`src/rtl/jtag_tx_arbiter.sv`:
```
// rtl/jtag_tx_arbiter.sv - four-channel round-robin packet arbiter in front of a JTAG byte transmitter
//
// Purpose: picks one of four byte sources round-robin, emits a header byte
// {HDR_TAG, 2'b00, grant}, then forwards that channel's bytes one at a time.
// It waits for the transmitter's acknowledge after every byte. A packet ends
// on req_last or at MAX_LEN payload bytes. A stalled acknowledge aborts the
// packet once TIMEOUT_CYCLES have elapsed.
//
// Ports:
//   CLOCK_50      in   system clock
//   RESET         in   synchronous active-high reset
//   req_valid     in   [3:0]  per-channel byte offered
//   req_data      in   [31:0] per-channel byte, channel n on [8n+7:8n]
//   req_last      in   [3:0]  per-channel end-of-packet flag
//   req_ready     out  [3:0]  one-cycle pulse: channel byte accepted
//   tx_data       out  [7:0]  byte to transmitter, stable until acknowledge
//   tx_load       out         one-cycle pulse: start transfer of tx_data
//   tx_done       in          transmitter completion level (asynchronous)
//   grant         out  [1:0]  channel owning the link while busy
//   busy          out         packet in progress
//   timeout_err   out         sticky acknowledge timeout
//   overflow_err  out         sticky forced termination at MAX_LEN
module jtag_tx_arbiter #(
  parameter int         TIMEOUT_CYCLES = 50000,
  parameter int         MAX_LEN        = 16,
  parameter logic [3:0] HDR_TAG        = 4'hA
) (
  input  logic        CLOCK_50,
  input  logic        RESET,
  input  logic [3:0]  req_valid,
  input  logic [31:0] req_data,
  input  logic [3:0]  req_last,
  output logic [3:0]  req_ready,
  output logic [7:0]  tx_data,
  output logic        tx_load,
  input  logic        tx_done,
  output logic [1:0]  grant,
  output logic        busy,
  output logic        timeout_err,
  output logic        overflow_err
);

  localparam int TW = $clog2(TIMEOUT_CYCLES + 1);
  localparam int CW = $clog2(MAX_LEN + 1);

  typedef enum logic [2:0] {IDLE, HDR_LOAD, HDR_WAIT, DAT_LOAD, DAT_WAIT} state_t;

  state_t          state;
  logic            sync1, sync2, sync_prev;
  logic            ack;
  logic [1:0]      rr_ptr;
  logic [1:0]      sel;
  logic [TW-1:0]   tmo_cnt;
  logic [CW-1:0]   pay_cnt;
  logic            last_q;
  logic            tmo_hit;

  // Acknowledge is the rising edge of the synchronized completion level.
  assign ack     = sync2 & ~sync_prev;
  // The counter starts at 0 on state entry, so the last permitted cycle sees TIMEOUT_CYCLES-1.
  assign tmo_hit = (tmo_cnt == TW'(TIMEOUT_CYCLES - 1));

  // Round-robin pick: walk from the farthest offset back to rr_ptr itself so
  // the nearest requesting channel at or after rr_ptr wins.
  always_comb begin
    sel = rr_ptr;
    for (int i = 3; i >= 0; i--) begin
      if (req_valid[rr_ptr + 2'(i)]) sel = rr_ptr + 2'(i);
    end
  end

  always_ff @(posedge CLOCK_50) begin
    if (RESET) begin
      state        <= IDLE;
      sync1        <= 1'b0;
      sync2        <= 1'b0;
      sync_prev    <= 1'b0;
      rr_ptr       <= 2'd0;
      grant        <= 2'd0;
      busy         <= 1'b0;
      tx_load      <= 1'b0;
      req_ready    <= 4'd0;
      tx_data      <= 8'd0;
      tmo_cnt      <= '0;
      pay_cnt      <= '0;
      last_q       <= 1'b0;
      timeout_err  <= 1'b0;
      overflow_err <= 1'b0;
    end else begin
      sync1     <= tx_done;
      sync2     <= sync1;
      sync_prev <= sync2;
      tx_load   <= 1'b0;
      req_ready <= 4'd0;

      case (state)
        IDLE: begin
          tmo_cnt <= '0;
          if (|req_valid) begin
            grant   <= sel;
            tx_data <= {HDR_TAG, 2'b00, sel};
            tx_load <= 1'b1;
            busy    <= 1'b1;
            state   <= HDR_LOAD;
          end
        end

        HDR_LOAD: begin
          tmo_cnt <= '0;
          state   <= HDR_WAIT;
        end

        HDR_WAIT: begin
          if (ack) begin
            pay_cnt <= '0;
            tmo_cnt <= '0;
            state   <= DAT_LOAD;
          end else if (tmo_hit) begin
            timeout_err <= 1'b1;
            busy        <= 1'b0;
            rr_ptr      <= grant + 2'd1;
            tmo_cnt     <= '0;
            state       <= IDLE;
          end else begin
            tmo_cnt <= tmo_cnt + 1'b1;
          end
        end

        DAT_LOAD: begin
          if (req_valid[grant]) begin
            tx_data   <= req_data[{grant, 3'b000} +: 8];
            last_q    <= req_last[grant];
            tx_load   <= 1'b1;
            req_ready <= 4'b0001 << grant;
            pay_cnt   <= pay_cnt + 1'b1;
            tmo_cnt   <= '0;
            state     <= DAT_WAIT;
          end else if (tmo_hit) begin
            timeout_err <= 1'b1;
            busy        <= 1'b0;
            rr_ptr      <= grant + 2'd1;
            tmo_cnt     <= '0;
            state       <= IDLE;
          end else begin
            tmo_cnt <= tmo_cnt + 1'b1;
          end
        end

        DAT_WAIT: begin
          if (ack) begin
            tmo_cnt <= '0;
            if (last_q || pay_cnt == CW'(MAX_LEN)) begin
              // Without req_last this is a forced cut; the channel's
              // remaining bytes re-arbitrate as a fresh packet.
              if (!last_q) overflow_err <= 1'b1;
              busy   <= 1'b0;
              rr_ptr <= grant + 2'd1;
              state  <= IDLE;
            end else begin
              state <= DAT_LOAD;
            end
          end else if (tmo_hit) begin
            timeout_err <= 1'b1;
            busy        <= 1'b0;
            rr_ptr      <= grant + 2'd1;
            tmo_cnt     <= '0;
            state       <= IDLE;
          end else begin
            tmo_cnt <= tmo_cnt + 1'b1;
          end
        end

        default: state <= IDLE;
      endcase
    end
  end

endmodule

```
`config.mk`:
```
export PLATFORM = sky130hd
export DESIGN_NAME = jtag_tx_arbiter
export DESIGN_NICKNAME = d
export VERILOG_FILES = /design/src/rtl/jtag_tx_arbiter.sv
export SDC_FILE = /design/constraint.sdc
export NUM_CORES = 1
export LEC_CHECK = 0
export ABC_AREA = 0
export BUFFER_PORTS_ARGS = -buffer_cell sky130_fd_sc_hd__clkbuf_2
export CAP_MARGIN = 15
export CORE_MARGIN = 2
export CORE_UTILIZATION = 50
export DETAILED_ROUTE_END_ITERATION = 8
export PLACE_DENSITY = 0.83
export SYNTH_ARGS = -nofsm -noshare
export SYNTH_HDL_FRONTEND = slang
export SYNTH_SLANG_ARGS = --single-unit
```
`constraint.sdc`:
```
create_clock -name CLOCK_50 -period 4.3 [get_ports CLOCK_50]
set_clock_uncertainty 0.1 [all_clocks]
set_input_delay 0.86 -clock CLOCK_50 [delete_from_list [all_inputs] [get_ports CLOCK_50]]
set_output_delay 0.86 -clock CLOCK_50 [all_outputs]
set_load 0.05 [all_outputs]
```
# Yosys cells after proc, flatten, opt, wreduce, memory -nomap -nowiden
# Index checks and enable logic that the tools add are counted.
[totals]
regBits = 48
output_inout_bits = 18
wordCells = 119
[classes]
addsub = 6
order_cmp = 5
n_eq_ne = 13
n_shift = 2
muxes = 53
bitwise_logic = 5
n_reduce_logical = 20
[op_table]
columns = ["op", "count"]
rows = [
  ["2-to-1 mux 16 bit", 3],
  ["case mux 16 bit (3 select lines)", 1],
  ["variable part select 32 x 6 -> 8 bit", 1],
  ["2-to-1 mux 2 bit", 10],
  ["2-to-1 mux 1 bit", 17],
  ["adder 16 x 1 -> 16 bit (second input constant)", 1],
  ["== test 16 bit (second input constant)", 1],
  ["2-to-1 mux 8 bit", 2],
  ["case mux 8 bit (2 select lines)", 1],
  ["less-than comparator 2 x 3 -> 1 bit (second input constant)", 5],
  ["2-to-1 mux 3 bit", 5],
  ["case mux 3 bit (5 select lines)", 1],
  ["binary-select mux 1 bit (select 2 bit)", 6],
  ["!= test 2 bit (second input constant)", 6],
  ["2-to-1 mux 5 bit", 2],
  ["case mux 5 bit (2 select lines)", 1],
  ["AND reduction 3 bit", 3],
  ["AND reduction 4 bit", 2],
  ["== test 3 x 2 -> 1 bit (second input constant)", 2],
  ["case mux 2 bit (3 select lines)", 1],
  ["nonzero test 2 bit", 3],
  ["nonzero test 3 bit", 2],
  ["adder 5 x 1 -> 5 bit (second input constant)", 1],
  ["== test 5 bit (second input constant)", 1],
  ["18 further kinds", 26],
]

# Longest topological paths before layout
[logic_depth]
depth_word = 9
ltp_mapped = 8
ltp_nobuf = 7

# Worst setup path after synthesis
# No wires, ideal clock.
[synth_timing]
path_kind = "reg2reg"
start = "register grant[0]"
end = "register rr_ptr[0]"
setup_ns = 0.121
arrival_ns = 2.367
t_required_ns = 4.079
path_slack_ns = 1.712
path_stages_with_launch = 7
n_path_buf = 2
period_less_slack_ns = 2.588
path_cell_list = "dfxtp_1 -> buf_6 -> mux4_2 -> and2_1 -> clkbuf_1 -> a211oi_2 -> mux2_2"
[synth_via]
elab_chain_len = 4
elab_cells_between_ends = 11
cone_classes = "add/sub (1); eq/ne (1); mux (8); reduce/logical (1)"
[synth_rtl]
columns = ["element", "line", "text"]
rows = [
  ["start: declaration", "37", "output logic [1:0] grant,"],
  ["start signal: assignment", "100", "grant <= sel;"],
  ["adder 2 x 1 -> 2 bit or binary-select mux 1 bit (select 2 bit) (tied branches)", "n/a", ""],
  ["2-to-1 mux 2 bit (tied with other cells)", "118, 138, 162", ""],
  ["2-to-1 mux 2 bit (tied with other cells)", "150", "if (ack) begin"],
  ["case mux 2 bit (3 select lines) or AND reduction 4 bit (tied branches)", "n/a", ""],
  ["end signal: assignment", "121", "rr_ptr <= grant + 2'd1;"],
  ["end signal: assignment", "141", "rr_ptr <= grant + 2'd1;"],
  ["end signal: assignment", "157", "rr_ptr <= grant + 2'd1;"],
  ["end: declaration", "51", "logic [1:0] rr_ptr;"],
]
# Parallel ways exist; a longest one is shown, timed or not. The select of a mux whose other input is x is not followed.
# A chain may end at the register's enable or synchronous reset.

# Worst setup path after layout
[layout_timing]
start = "register grant[1]"
end = "register rr_ptr[1]"
# Same word-level chain as after synthesis.

==> metrics.csv <==
metric,value,unit
drt_wl_total,5.04,mm
slowest_delay,760,ps
final_cell_mix,"60 x clkbuf_2, 48 x dfxtp_1, 42 x nor2_1",
post_cts_buffers,0,
tns,0,ps
n_fill_cell,404,
cts_resized,0,
ios,61,
cts_made_buffers,5,
drtPass1Iterations,4,
rows,25,
cts_num_sinks,48,
yosys.area_share.simple,0.300,
end_kind,flop,
hold_class,flop to flop,
synth_seq_area_share,0.391,
core_area,4720,um^2
hpwl,3.77,mm
required,4390,ps
clkPwrFrac,0.288,
synth_top_family_by_area,simple AND/OR/NAND/NOR gates,
power,0.989,mW
switchingPower,0.299,mW
cts_tree,built,
post_drt_via_cell_ratio,5.35,
slew_viol_final,0,
pre_cts_slack,1550,ps
status,completed,
wl_per_cell,12.9,um
drive_above_1_share,0.268,
fin_nets,371,
cts-root-buf,clkbuf_8,
finalHoldViolCount,0,
crit_chain,mux4_2 -> and2_1 -> a211oi_2 -> mux2_2,
intPower,0.690,mW
post-route-util,0.610,
setup_viol,0,
cts.path.max_buffers,2,
synthAdderAreaFrac,0.0153,
clkLatencyLatePin,300,ps
cts_hold_buf,0,
grt_use_total,0.200,
leakage,1.13,nW
route.detailed.drc,0,
die_area,5490,um^2
grt.overflow.total,0,
drt_iter0_drc,64,
synthDistinctLibCells,53,
crit_arrival,2550,ps
die_w,74.1,um
switching_share,0.302,
crit_path_start_kind,flop,
synth_fp_nets,318,
io_buffers,60,
synth_edf_count,0,
yosysWarnings,0,
p_seq_frac,0.495,
layout_min_cycle_time,2460,ps
slew_headroom,0.529,
synth.avg_cell_area,9.03,um^2
synthFlopType,dfxtp_1,
max_freq,0.407,GHz
mostFrequentLayoutCell,clkbuf_2,
netlist_area,2460,um^2
synth_xor_xnor_area_share,0.0606,
grt_pass1_vias,1958,
min_period_over_period,0.572,
fin_ws,1840,ps
final_cells,392,
crit_type,flop to flop,
synth_compound_area_frac,0.0901,
die_h,74.1,um
ys_ff_latch,48,
rsz0062_at_grt,no,
clkTransAtPathRegs,80,ps
antenna_found_initial,0,
cp_max_fo,17,
ant_nets,0,
drv_cap,0,
synth_mux_area_frac,0.109,
placed_cells,385,
gp_congestion,0.823,
htree_levels,2,
vias,2099,
grt_pass1_wl,8.53,mm
power_density,343,nW/um^2
max-vdd-ir-drop,176,uV
power_frac_comb,0.217,
antennaDiodeCount,0,
initial_core_util,0.520,
synthArstFlopShare,0,
syn_inst,272,
tightest_slew,700,ps
area_growth,17.2,%
grt_max_degree,36,
cpMaxStageDelayCell,dfxtp_1,
==> power groups by stage <==
stage | Clock [mW] | Combinational, mW | Sequential [mW]
2_1_floorplan | 0 | 0.127 | 0.535
3_3_place_gp | 0 | 0.212 | 0.499
5_1_grt | 0.310 | 0.237 | 0.494
6_report | 0.285 | 0.215 | 0.489
3_5_place_dp | 0 | 0.216 | 0.500
4_1_cts | 0.293 | 0.217 | 0.490
==> through the flow <==
stage          hold WS [ps]  cell area (um^2)
2_1_floorplan           314              2460
3_3_place_gp            339              2780
3_5_place_dp            349              2780
4_1_cts                 355              2880
5_1_grt                 379              2880
6_report                354              2880
==> worst max-delay path: cells and delay by family (launching register included) <==
family,cells,cell delay (ps)
mux,2,840
simple gates,1,290
flops,1,760
compound gates,1,350
==> cells by family after synthesis <==
| group | Yosys count |
|---|---|
| fa+ha+maj | 3 |
| xor+xnor | 17 |
| flops | 48 |
| buf+inv | 20 |
| mux | 14 |
| compound gates | 33 |
| simple gates | 137 |
==> layout make-up <==
class / count / area [um^2] / share of cell area
repair buffers: 61 / 308 / 0.107
well taps: 67 / 83.8 / 0.0291
inverters: 5 / 18.8 / 0.00652
flip-flops and latches: 48 / 961 / 0.334
clock buffers: 7 / 96.3 / 0.0334
multi-input cells: 204 / 1410 / 0.490
==> synth_stat cells (all sizes together) (2+ instances only) <==
| master | n | area share |
|---|---|---|
| ha | 3 | 0.015 |
| or3 | 2 | 0.0051 |
| clkbuf | 11 | 0.017 |
| and2 | 2 | 0.0051 |
| a211o | 2 | 0.0071 |
| a21oi | 14 | 0.030 |
| inv | 5 | 0.0076 |
| o31ai | 3 | 0.0092 |
| nor2 | 42 | 0.064 |
| nor4 | 4 | 0.016 |
| buf | 4 | 0.0097 |
| a311oi | 2 | 0.0071 |
| mux2 | 2 | 0.0092 |
| nand2 | 23 | 0.036 |
| or4bb | 2 | 0.0092 |
| nor3b | 4 | 0.012 |
| nor4b | 2 | 0.0071 |
| dfxtp | 48 | 0.39 |
| xor2 | 12 | 0.043 |
| nand4 | 5 | 0.013 |
| a31oi | 2 | 0.0051 |
| mux2i | 2 | 0.0081 |
| nand3 | 12 | 0.024 |
| or2 | 2 | 0.0051 |
| or4b | 3 | 0.014 |
| nor2b | 10 | 0.025 |
| a211oi | 2 | 0.0081 |
| mux4 | 10 | 0.092 |
| o21ai | 3 | 0.0061 |
| nor3 | 11 | 0.022 |
| nand2b | 4 | 0.010 |
| xnor2 | 5 | 0.018 |
==> sequential cells by signal, indices dropped and copies added (netlist names), 2 cells and up <==
register,count
grant,2
tmo_cnt,16
tx_data,8
req_ready,4
pay_cnt,5
state,3
rr_ptr,2
==> worst paths after layout <==
check | start | endpoint | slack, ps | depth (start not counted)
setup / recovery | grant[1] | rr_ptr[1] | 1840 | 4
hold / removal | pay_cnt[4] | pay_cnt[4] | 350 | 1
setup reg to reg | grant[1] | rr_ptr[1] | 1840 | 4
hold reg to reg | pay_cnt[4] | pay_cnt[4] | 350 | 1
==> layer usage <==
metal | track usage | wire length (um) | up-vias
li1 | - | - | 1078
met1 | 0.248 | 2270 | 972
met2 | 0.332 | 2520 | 45
met3 | 0.0501 | 198 | 4
met4 | 0.0788 | 55 | 0
met5 | 0 | 0 | -
Power figures use the tool's default switching activity.
